===== src/rtl/connect_mc_ooo_if.sv =====
// connect_mc_ooo_if: bundle of every handshake and bus signal of the N-to-1
// memory-controller interconnect.
//
// Modports:
//   master - interconnect view. It drives the request channel toward the memory
//            controller and the ready/response lanes toward the clients.
//   slave  - environment view (clients plus memory controller), with the
//            directions reversed.
//
// Signals:
//   SLAVE_RECEIVE_*  per-client request lanes (valid, address, data) and the
//                    one-hot ready back to the clients.
//   SLAVE_SEND_*     per-client response lanes: one-hot valid, broadcast data,
//                    and the per-client ready.
//   MASTER_SEND_*    single request channel toward the memory controller.
//   MASTER_RECEIVE_* single response channel from the memory controller.
interface connect_mc_ooo_if #(
  parameter int unsigned ADDR_WIDTH  = 32,
  parameter int unsigned DATA_WIDTH  = 32,
  parameter int unsigned CONNECT_NUM = 3
);
  logic [CONNECT_NUM-1:0]            SLAVE_RECEIVE_ADDR_VALID;
  logic [ADDR_WIDTH*CONNECT_NUM-1:0] SLAVE_RECEIVE_ADDR;
  logic [CONNECT_NUM-1:0]            SLAVE_RECEIVE_DATA_VALID;
  logic [DATA_WIDTH*CONNECT_NUM-1:0] SLAVE_RECEIVE_DATA;
  logic [CONNECT_NUM-1:0]            SLAVE_RECEIVE_READY;
  logic [CONNECT_NUM-1:0]            SLAVE_SEND_VALID;
  logic [DATA_WIDTH*CONNECT_NUM-1:0] SLAVE_SEND_DATA;
  logic [CONNECT_NUM-1:0]            SLAVE_SEND_READY;
  logic                              MASTER_SEND_ADDR_VALID;
  logic [ADDR_WIDTH-1:0]             MASTER_SEND_ADDR;
  logic                              MASTER_SEND_DATA_VALID;
  logic [DATA_WIDTH-1:0]             MASTER_SEND_DATA;
  logic                              MASTER_SEND_READY;
  logic                              MASTER_RECEIVE_VALID;
  logic [DATA_WIDTH-1:0]             MASTER_RECEIVE_DATA;
  logic                              MASTER_RECEIVE_READY;

  modport master (
    input  SLAVE_RECEIVE_ADDR_VALID, SLAVE_RECEIVE_ADDR, SLAVE_RECEIVE_DATA_VALID,
    input  SLAVE_RECEIVE_DATA, SLAVE_SEND_READY, MASTER_SEND_READY,
    input  MASTER_RECEIVE_VALID, MASTER_RECEIVE_DATA,
    output SLAVE_RECEIVE_READY, SLAVE_SEND_VALID, SLAVE_SEND_DATA,
    output MASTER_SEND_ADDR_VALID, MASTER_SEND_ADDR, MASTER_SEND_DATA_VALID,
    output MASTER_SEND_DATA, MASTER_RECEIVE_READY
  );

  modport slave (
    output SLAVE_RECEIVE_ADDR_VALID, SLAVE_RECEIVE_ADDR, SLAVE_RECEIVE_DATA_VALID,
    output SLAVE_RECEIVE_DATA, SLAVE_SEND_READY, MASTER_SEND_READY,
    output MASTER_RECEIVE_VALID, MASTER_RECEIVE_DATA,
    input  SLAVE_RECEIVE_READY, SLAVE_SEND_VALID, SLAVE_SEND_DATA,
    input  MASTER_SEND_ADDR_VALID, MASTER_SEND_ADDR, MASTER_SEND_DATA_VALID,
    input  MASTER_SEND_DATA, MASTER_RECEIVE_READY
  );
endinterface


===== src/rtl/connect_mc_ooo.sv =====
// connect_mc_ooo: N-to-1 memory-controller interconnect.
//
// CONNECT_NUM clients share one memory-controller port. Up to OUTSTANDING
// requests may be accepted before any of them is answered. A tag FIFO records
// which client owns each accepted request, so that every response goes back,
// in order, to the client that issued it.
//
// Ports:
//   CLK - clock; all state updates on the rising edge.
//   RST - synchronous, active-high reset.
//   bus - connect_mc_ooo_if.master; carries all request and response signals.
//
// Build option:
//   CONNECT_MC_RR_EN - when defined, arbitration is round-robin. When it is not
//                      defined (the default), arbitration is fixed priority and
//                      the highest-numbered valid client wins.
//
// Grant lock: once a request has been offered to the controller and not yet
// accepted, the grant stays on that client until the controller accepts it.
module connect_mc_ooo #(
  parameter int unsigned ADDR_WIDTH  = 32,
  parameter int unsigned DATA_WIDTH  = 32,
  parameter int unsigned CONNECT_NUM = 3,
  parameter int unsigned OUTSTANDING = 4
) (
  input logic              CLK,
  input logic              RST,
  connect_mc_ooo_if.master bus
);
  localparam int unsigned TW = (CONNECT_NUM > 1) ? $clog2(CONNECT_NUM) : 1;
  localparam int unsigned PW = (OUTSTANDING > 1) ? $clog2(OUTSTANDING) : 1;
  localparam int unsigned CW = $clog2(OUTSTANDING + 1);
  localparam logic [PW-1:0] LastPtr = PW'(OUTSTANDING - 1);
  localparam logic [CW-1:0] Full    = CW'(OUTSTANDING);

  logic [TW-1:0] tag_mem_q [OUTSTANDING];
  logic [PW-1:0] wr_ptr_q, rd_ptr_q;
  logic [CW-1:0] count_q;
  logic          lock_q;
  logic [TW-1:0] locked_idx_q;
`ifdef CONNECT_MC_RR_EN
  localparam logic [TW-1:0] LastTag = TW'(CONNECT_NUM - 1);
  logic [TW-1:0] rr_ptr_q;
`endif

  logic [TW-1:0]         grant, head;
  logic [ADDR_WIDTH-1:0] sel_addr;
  logic [DATA_WIDTH-1:0] sel_data;
  logic                  sel_dvalid, req_valid, accept;
  logic                  not_empty, head_ready, rsp_ready, pop;

  always_comb begin : arbitrate
    int idx;
    idx   = 0;
    grant = '0;
`ifdef CONNECT_MC_RR_EN
    // Walk the search order backwards so the client nearest the pointer is
    // written last and therefore wins.
    for (int k = int'(CONNECT_NUM) - 1; k >= 0; k--) begin
      idx = int'(rr_ptr_q) + k;
      if (idx >= int'(CONNECT_NUM)) idx = idx - int'(CONNECT_NUM);
      for (int j = 0; j < int'(CONNECT_NUM); j++) begin
        if (j == idx && bus.SLAVE_RECEIVE_ADDR_VALID[j]) grant = TW'(j);
      end
    end
`else
    for (int k = 0; k < int'(CONNECT_NUM); k++) begin
      if (bus.SLAVE_RECEIVE_ADDR_VALID[k]) grant = TW'(k);
    end
`endif
    if (lock_q) grant = locked_idx_q;
  end

  always_comb begin : request_path
    sel_addr   = '0;
    sel_data   = '0;
    sel_dvalid = 1'b0;
    for (int k = 0; k < int'(CONNECT_NUM); k++) begin
      if (grant == TW'(k)) begin
        sel_addr   = bus.SLAVE_RECEIVE_ADDR[ADDR_WIDTH*k +: ADDR_WIDTH];
        sel_data   = bus.SLAVE_RECEIVE_DATA[DATA_WIDTH*k +: DATA_WIDTH];
        sel_dvalid = bus.SLAVE_RECEIVE_DATA_VALID[k];
      end
    end
    // Gating on the registered count means a request is never offered while
    // the FIFO is full, even if a pop happens in the same cycle.
    req_valid = (|bus.SLAVE_RECEIVE_ADDR_VALID) && (count_q < Full) && !RST;
    accept    = req_valid && bus.MASTER_SEND_READY;
    bus.MASTER_SEND_ADDR_VALID = req_valid;
    bus.MASTER_SEND_ADDR       = sel_addr;
    bus.MASTER_SEND_DATA_VALID = sel_dvalid && req_valid;
    bus.MASTER_SEND_DATA       = sel_data;
    bus.SLAVE_RECEIVE_READY    = '0;
    for (int k = 0; k < int'(CONNECT_NUM); k++) begin
      if (grant == TW'(k)) bus.SLAVE_RECEIVE_READY[k] = accept;
    end
  end

  always_comb begin : response_path
    head       = tag_mem_q[rd_ptr_q];
    not_empty  = (count_q != '0) && !RST;
    head_ready = 1'b0;
    bus.SLAVE_SEND_VALID = '0;
    for (int k = 0; k < int'(CONNECT_NUM); k++) begin
      if (head == TW'(k)) begin
        head_ready              = bus.SLAVE_SEND_READY[k];
        bus.SLAVE_SEND_VALID[k] = bus.MASTER_RECEIVE_VALID && not_empty;
      end
    end
    rsp_ready = not_empty && head_ready;
    pop       = bus.MASTER_RECEIVE_VALID && rsp_ready;
    bus.MASTER_RECEIVE_READY = rsp_ready;
    bus.SLAVE_SEND_DATA      = {CONNECT_NUM{bus.MASTER_RECEIVE_DATA}};
  end

  // Tag storage needs no reset: an entry is only read after it has been written.
  always_ff @(posedge CLK) begin
    if (accept) tag_mem_q[wr_ptr_q] <= grant;
  end

  always_ff @(posedge CLK) begin
    if (RST) begin
      count_q      <= '0;
      wr_ptr_q     <= '0;
      rd_ptr_q     <= '0;
      lock_q       <= 1'b0;
      locked_idx_q <= '0;
`ifdef CONNECT_MC_RR_EN
      rr_ptr_q     <= '0;
`endif
    end else begin
      if (accept) wr_ptr_q <= (wr_ptr_q == LastPtr) ? '0 : wr_ptr_q + 1'b1;
      if (pop)    rd_ptr_q <= (rd_ptr_q == LastPtr) ? '0 : rd_ptr_q + 1'b1;
      if (accept && !pop)      count_q <= count_q + 1'b1;
      else if (!accept && pop) count_q <= count_q - 1'b1;
      if (accept) begin
        lock_q <= 1'b0;
      end else if (req_valid) begin
        lock_q       <= 1'b1;
        locked_idx_q <= grant;
      end
`ifdef CONNECT_MC_RR_EN
      if (accept) rr_ptr_q <= (grant == LastTag) ? '0 : grant + 1'b1;
`endif
    end
  end
endmodule


===== src/flat_wrapper.sv =====
// flat-port wrapper written by rule: the top's interface ports become plain ports
module connect_mc_ooo_flat 
#(
  parameter int unsigned ADDR_WIDTH  = 32,
  parameter int unsigned DATA_WIDTH  = 32,
  parameter int unsigned CONNECT_NUM = 3,
  parameter int unsigned OUTSTANDING = 4
)
  (CLK, RST, bus_SLAVE_RECEIVE_ADDR_VALID, bus_SLAVE_RECEIVE_ADDR, bus_SLAVE_RECEIVE_DATA_VALID, bus_SLAVE_RECEIVE_DATA, bus_SLAVE_SEND_READY, bus_MASTER_SEND_READY, bus_MASTER_RECEIVE_VALID, bus_MASTER_RECEIVE_DATA, bus_SLAVE_RECEIVE_READY, bus_SLAVE_SEND_VALID, bus_SLAVE_SEND_DATA, bus_MASTER_SEND_ADDR_VALID, bus_MASTER_SEND_ADDR, bus_MASTER_SEND_DATA_VALID, bus_MASTER_SEND_DATA, bus_MASTER_RECEIVE_READY);
  connect_mc_ooo_if #(.ADDR_WIDTH(ADDR_WIDTH), .DATA_WIDTH(DATA_WIDTH), .CONNECT_NUM(CONNECT_NUM)) bus_i ();
  input logic CLK;
  input logic RST;
  input wire logic [$bits(bus_i.SLAVE_RECEIVE_ADDR_VALID)-1:0] bus_SLAVE_RECEIVE_ADDR_VALID;
  input wire logic [$bits(bus_i.SLAVE_RECEIVE_ADDR)-1:0] bus_SLAVE_RECEIVE_ADDR;
  input wire logic [$bits(bus_i.SLAVE_RECEIVE_DATA_VALID)-1:0] bus_SLAVE_RECEIVE_DATA_VALID;
  input wire logic [$bits(bus_i.SLAVE_RECEIVE_DATA)-1:0] bus_SLAVE_RECEIVE_DATA;
  input wire logic [$bits(bus_i.SLAVE_SEND_READY)-1:0] bus_SLAVE_SEND_READY;
  input wire logic [$bits(bus_i.MASTER_SEND_READY)-1:0] bus_MASTER_SEND_READY;
  input wire logic [$bits(bus_i.MASTER_RECEIVE_VALID)-1:0] bus_MASTER_RECEIVE_VALID;
  input wire logic [$bits(bus_i.MASTER_RECEIVE_DATA)-1:0] bus_MASTER_RECEIVE_DATA;
  output wire logic [$bits(bus_i.SLAVE_RECEIVE_READY)-1:0] bus_SLAVE_RECEIVE_READY;
  output wire logic [$bits(bus_i.SLAVE_SEND_VALID)-1:0] bus_SLAVE_SEND_VALID;
  output wire logic [$bits(bus_i.SLAVE_SEND_DATA)-1:0] bus_SLAVE_SEND_DATA;
  output wire logic [$bits(bus_i.MASTER_SEND_ADDR_VALID)-1:0] bus_MASTER_SEND_ADDR_VALID;
  output wire logic [$bits(bus_i.MASTER_SEND_ADDR)-1:0] bus_MASTER_SEND_ADDR;
  output wire logic [$bits(bus_i.MASTER_SEND_DATA_VALID)-1:0] bus_MASTER_SEND_DATA_VALID;
  output wire logic [$bits(bus_i.MASTER_SEND_DATA)-1:0] bus_MASTER_SEND_DATA;
  output wire logic [$bits(bus_i.MASTER_RECEIVE_READY)-1:0] bus_MASTER_RECEIVE_READY;
  assign bus_i.SLAVE_RECEIVE_ADDR_VALID = bus_SLAVE_RECEIVE_ADDR_VALID;
  assign bus_i.SLAVE_RECEIVE_ADDR = bus_SLAVE_RECEIVE_ADDR;
  assign bus_i.SLAVE_RECEIVE_DATA_VALID = bus_SLAVE_RECEIVE_DATA_VALID;
  assign bus_i.SLAVE_RECEIVE_DATA = bus_SLAVE_RECEIVE_DATA;
  assign bus_i.SLAVE_SEND_READY = bus_SLAVE_SEND_READY;
  assign bus_i.MASTER_SEND_READY = bus_MASTER_SEND_READY;
  assign bus_i.MASTER_RECEIVE_VALID = bus_MASTER_RECEIVE_VALID;
  assign bus_i.MASTER_RECEIVE_DATA = bus_MASTER_RECEIVE_DATA;
  assign bus_SLAVE_RECEIVE_READY = bus_i.SLAVE_RECEIVE_READY;
  assign bus_SLAVE_SEND_VALID = bus_i.SLAVE_SEND_VALID;
  assign bus_SLAVE_SEND_DATA = bus_i.SLAVE_SEND_DATA;
  assign bus_MASTER_SEND_ADDR_VALID = bus_i.MASTER_SEND_ADDR_VALID;
  assign bus_MASTER_SEND_ADDR = bus_i.MASTER_SEND_ADDR;
  assign bus_MASTER_SEND_DATA_VALID = bus_i.MASTER_SEND_DATA_VALID;
  assign bus_MASTER_SEND_DATA = bus_i.MASTER_SEND_DATA;
  assign bus_MASTER_RECEIVE_READY = bus_i.MASTER_RECEIVE_READY;
  connect_mc_ooo #(.ADDR_WIDTH(ADDR_WIDTH), .DATA_WIDTH(DATA_WIDTH), .CONNECT_NUM(CONNECT_NUM), .OUTSTANDING(OUTSTANDING)) u_core (.CLK(CLK), .RST(RST), .bus(bus_i));
endmodule

===== config.mk =====
export PLATFORM = sky130hd
export DESIGN_NAME = connect_mc_ooo_flat
export DESIGN_NICKNAME = d
export VERILOG_FILES = /design/src/rtl/connect_mc_ooo_if.sv /design/src/rtl/connect_mc_ooo.sv /design/src/flat_wrapper.sv
export SDC_FILE = /design/constraint.sdc
export NUM_CORES = 1
export LEC_CHECK = 0
export BUFFER_PORTS_ARGS = -buffer_cell sky130_fd_sc_hd__buf_4
export CAP_MARGIN = 30
export CORE_AREA = 8 8 154 156
export CTS_BUF_LIST = sky130_fd_sc_hd__clkbuf_16
export DETAILED_ROUTE_END_ITERATION = 8
export DIE_AREA = 0 0 162 164
export PLACE_DENSITY = 0.54
export SYNTH_ARGS = -nofsm -noshare
export SYNTH_HDL_FRONTEND = slang
export SYNTH_SLANG_ARGS = --single-unit

===== constraint.sdc =====
create_clock -name CLK -period 3.7 [get_ports CLK]
set_input_delay 0.555 -clock CLK [delete_from_list [all_inputs] [get_ports CLK]]
set_output_delay 0.555 -clock CLK [all_outputs]
set_load 0.01 [all_outputs]

==> results.toml <==
[outcome]
status = "finished clean"

[clock_network]
postCtsSetupRepairBufs = 0
cts.sink_count = 20
clockBufferDepth = 2
cts_tree = "built"
htreeDepth = 1
clk_pin_slew_ns = 0.06
cts_hold_buf = 0
cts_inserted_buffers = 3
ctsResizeCount = 0
cts-root-buf = "clkbuf_16"
clock_latency_ns = 0.25

[final_layout]
drive_gt1_share_pct = 51.9
areaGrowthSynthToFinish_pct = 58.9
multi_input_area_um2 = 1750
finalInstanceArea_um2 = 4860
nFillCells = 2392
antenna_cells = 0
layout.cells.non_filler = 848
num-nets-final = 813
seq_area_um2 = 480

[synth]
syn_avg_cell_area_um2 = 7.63
ys_seq_area_share_pct = 15.7
synth_area_um2 = 3060
syn_nets = 645
synth-warning-count = 0
ys_ff_latch = 20
yosysTopAreaCell = "buf_4"
synth.top_cells.by_count = "96 x buf_4, 70 x mux2i_1, 67 x nand2_1, 65 x o21ai_0"
ys.flop_type = "dfxtp_1"
yosysMostFrequentCell = "buf_4"
async_reset_ff_share_pct = 0
synth_edf_count = 8
syn_inst = 401
synth_top_area_share_pct = 23.5
synth_area_leaders = "buf_4 24%, mux2i_1 23%, o21ai_0 11%, nand2_1 8.2%, dfxtp_1 7.8%"
yosysUniqueCellTypes = 34

[global_routing]
grt_start_max_net_pins = 72
antenna_found_initial = 0
grt_overflow = 0
track_usage_pct = 9.19
grt_pass1_vias = 3424
grt_pass1_wl_um = 19500

[placed_design]
dp_hpwl_um = 11500
post_dp_cell_area_um2 = 4760
io_buffers = 277
place_inst = 844
gp_congestion = 0.747

[run]
cap_viol_max_count = 0

[routing]
wl_per_cell_um = 16.2
wl_met3_um = 1700
ant_nets = 0
wirelength_um = 13700
top_layer = "met4"
drt-initial-drc-count = 94
via_per_inst = 3.78
drc = 0
dr_total_vias = 3206
route.layer.met1.wl_um = 4760
wl_met2_um = 7130
dr.pass1.iters = 4

[sta]
post-route-min-period_ns = 2.86
fin_skew_ns = 0.00491
slew_headroom_pct = 52.8
finalHoldViolations = 0
period_share_pct = 77.4
finalSetupViolations = 0
fmax_ghz = 0.349
hold_slack_ns = 0.500
tns_ns = 0
rsz0062_at_grt = "no"
worst-slew-pin-transition_ns = 0.702
slew_violations = 0

[power_and_ir_drop]
leakage_nw = 2.36
power_density_nw_per_um2 = 248
ir_drop_v = 0.000153

[min_path]
hp-class = "flip-flop to flip-flop"
hp-start = "u_core.locked_idx_q[0]"

[worst_setup_path]
required_ns = 3.88
critPathArrivalTime_ns = 3.05
end_kind = "flip-flop"
cp-start-kind = "flip-flop"
path_class = "flip-flop to flip-flop"
crit_fanout = 4

[die]
initial_core_util_pct = 14.3
rows = 54
die_area_um2 = 26600
io_pins = 406
die_w_um = 162
core-area_um2 = 21400
die_y_um = 164
## layout make-up
type	instances	share of cell area, %
inverters	7	0.592
repair buffers	281	44.2
clock buffers	3	1.54
multi-input cells	256	36.0
flip-flops and latches	20	9.88
well taps	280	7.21
clock inverters	1	0.618
## flip-flops by register name (all words and copies together), names as in the netlist, named ones only
register,count
u_core.locked_idx_q,2
u_core.lock_q,1
u_core.rd_ptr_q,2
u_core.tag_mem_q,8
u_core.wr_ptr_q,2
u_core.count_q,3
## layout by cell type (no fill, tap or decap), types with 2 or more instances in the layout
cell type and n:
buf_4 278, mux2i_1 70, nand2_1 66, o21ai_0 65, nor2_1 12, dfxtp_1 12, edfxtp_1 8, and2_1 6
ha_1 6, nor3_1 5, inv_1 5, clkbuf_16 3, buf_12 3, or3_1 2, mux4_2 2, xor2_1 2
a21oi_1 2, nor2b_1 2, mux2_1 2
## routing by layer
| metal | vias up | global-route usage, % |
|---|---|---|
| met1 | 1391 | 8.90 |
| li1 | 1603 | - |
| met5 | - | 0 |
| met2 | 199 | 17.4 |
| met3 | 13 | 4.94 |
| met4 | 0 | 1.05 |
## critical path: stages, from the launching register on
cell and delay (ns):
dfxtp_1 0.37, mux4_2 0.57, mux2_4 0.34, a22oi_4 0.20, ha_1 0.21, inv_1 0.07, fa_1 0.43, xor2_1 0.17
or3_1 0.30, a21oi_1 0.13
## path summary, 6_finish.rpt
check,slack (ns),cells after the start,endpoint
min reg2reg,0.50,2,u_core.locked_idx_q[0]
min,0.50,2,u_core.locked_idx_q[0]
max reg2reg,0.84,9,u_core.count_q[2]
max,0.84,9,u_core.count_q[2]
## kinds of logic (layout without fill, tap and decap cells)
logic type / after synthesis / in the layout / share of synthesized area [%]
AOI/OAI and AO/OA: 72 / 72 / 12.6
xor gates and xnor gates: 2 / 2 / 0.572
adders and majority gates: 7 / 7 / 3.11
buffers and inverters: 125 / 292 / 27.6
DFF: 20 / 20 / 15.7
muxes: 75 / 75 / 25.6
and+or+nand+nor: 100 / 100 / 14.8
## where the power goes
| group | internal (mW) | leakage (nW) | switching [mW] | total (mW) |
|---|---|---|---|---|
| Clock | 0.214 | 0.0511 | 0.0790 | 0.293 |
| Sequential | 0.245 | 0.171 | 0.0121 | 0.257 |
| Combinational | 0.369 | 2.14 | 0.288 | 0.656 |
## per-stage QoR
| stage | total power, mW | util (%) | setup WS (ns) |
|---|---|---|---|
| after floorplan | 0.651 | - | 0.955 |
| after global placement | 0.927 | 22.3 | 0.835 |
| after detailed placement | 0.928 | 22.3 | 0.827 |
| after CTS | 1.23 | 22.8 | 0.816 |
| after global routing | 1.28 | 22.8 | 0.683 |
| final | 1.21 | 22.8 | 0.835 |
Note: power is estimated with default switching activity, not from simulation.
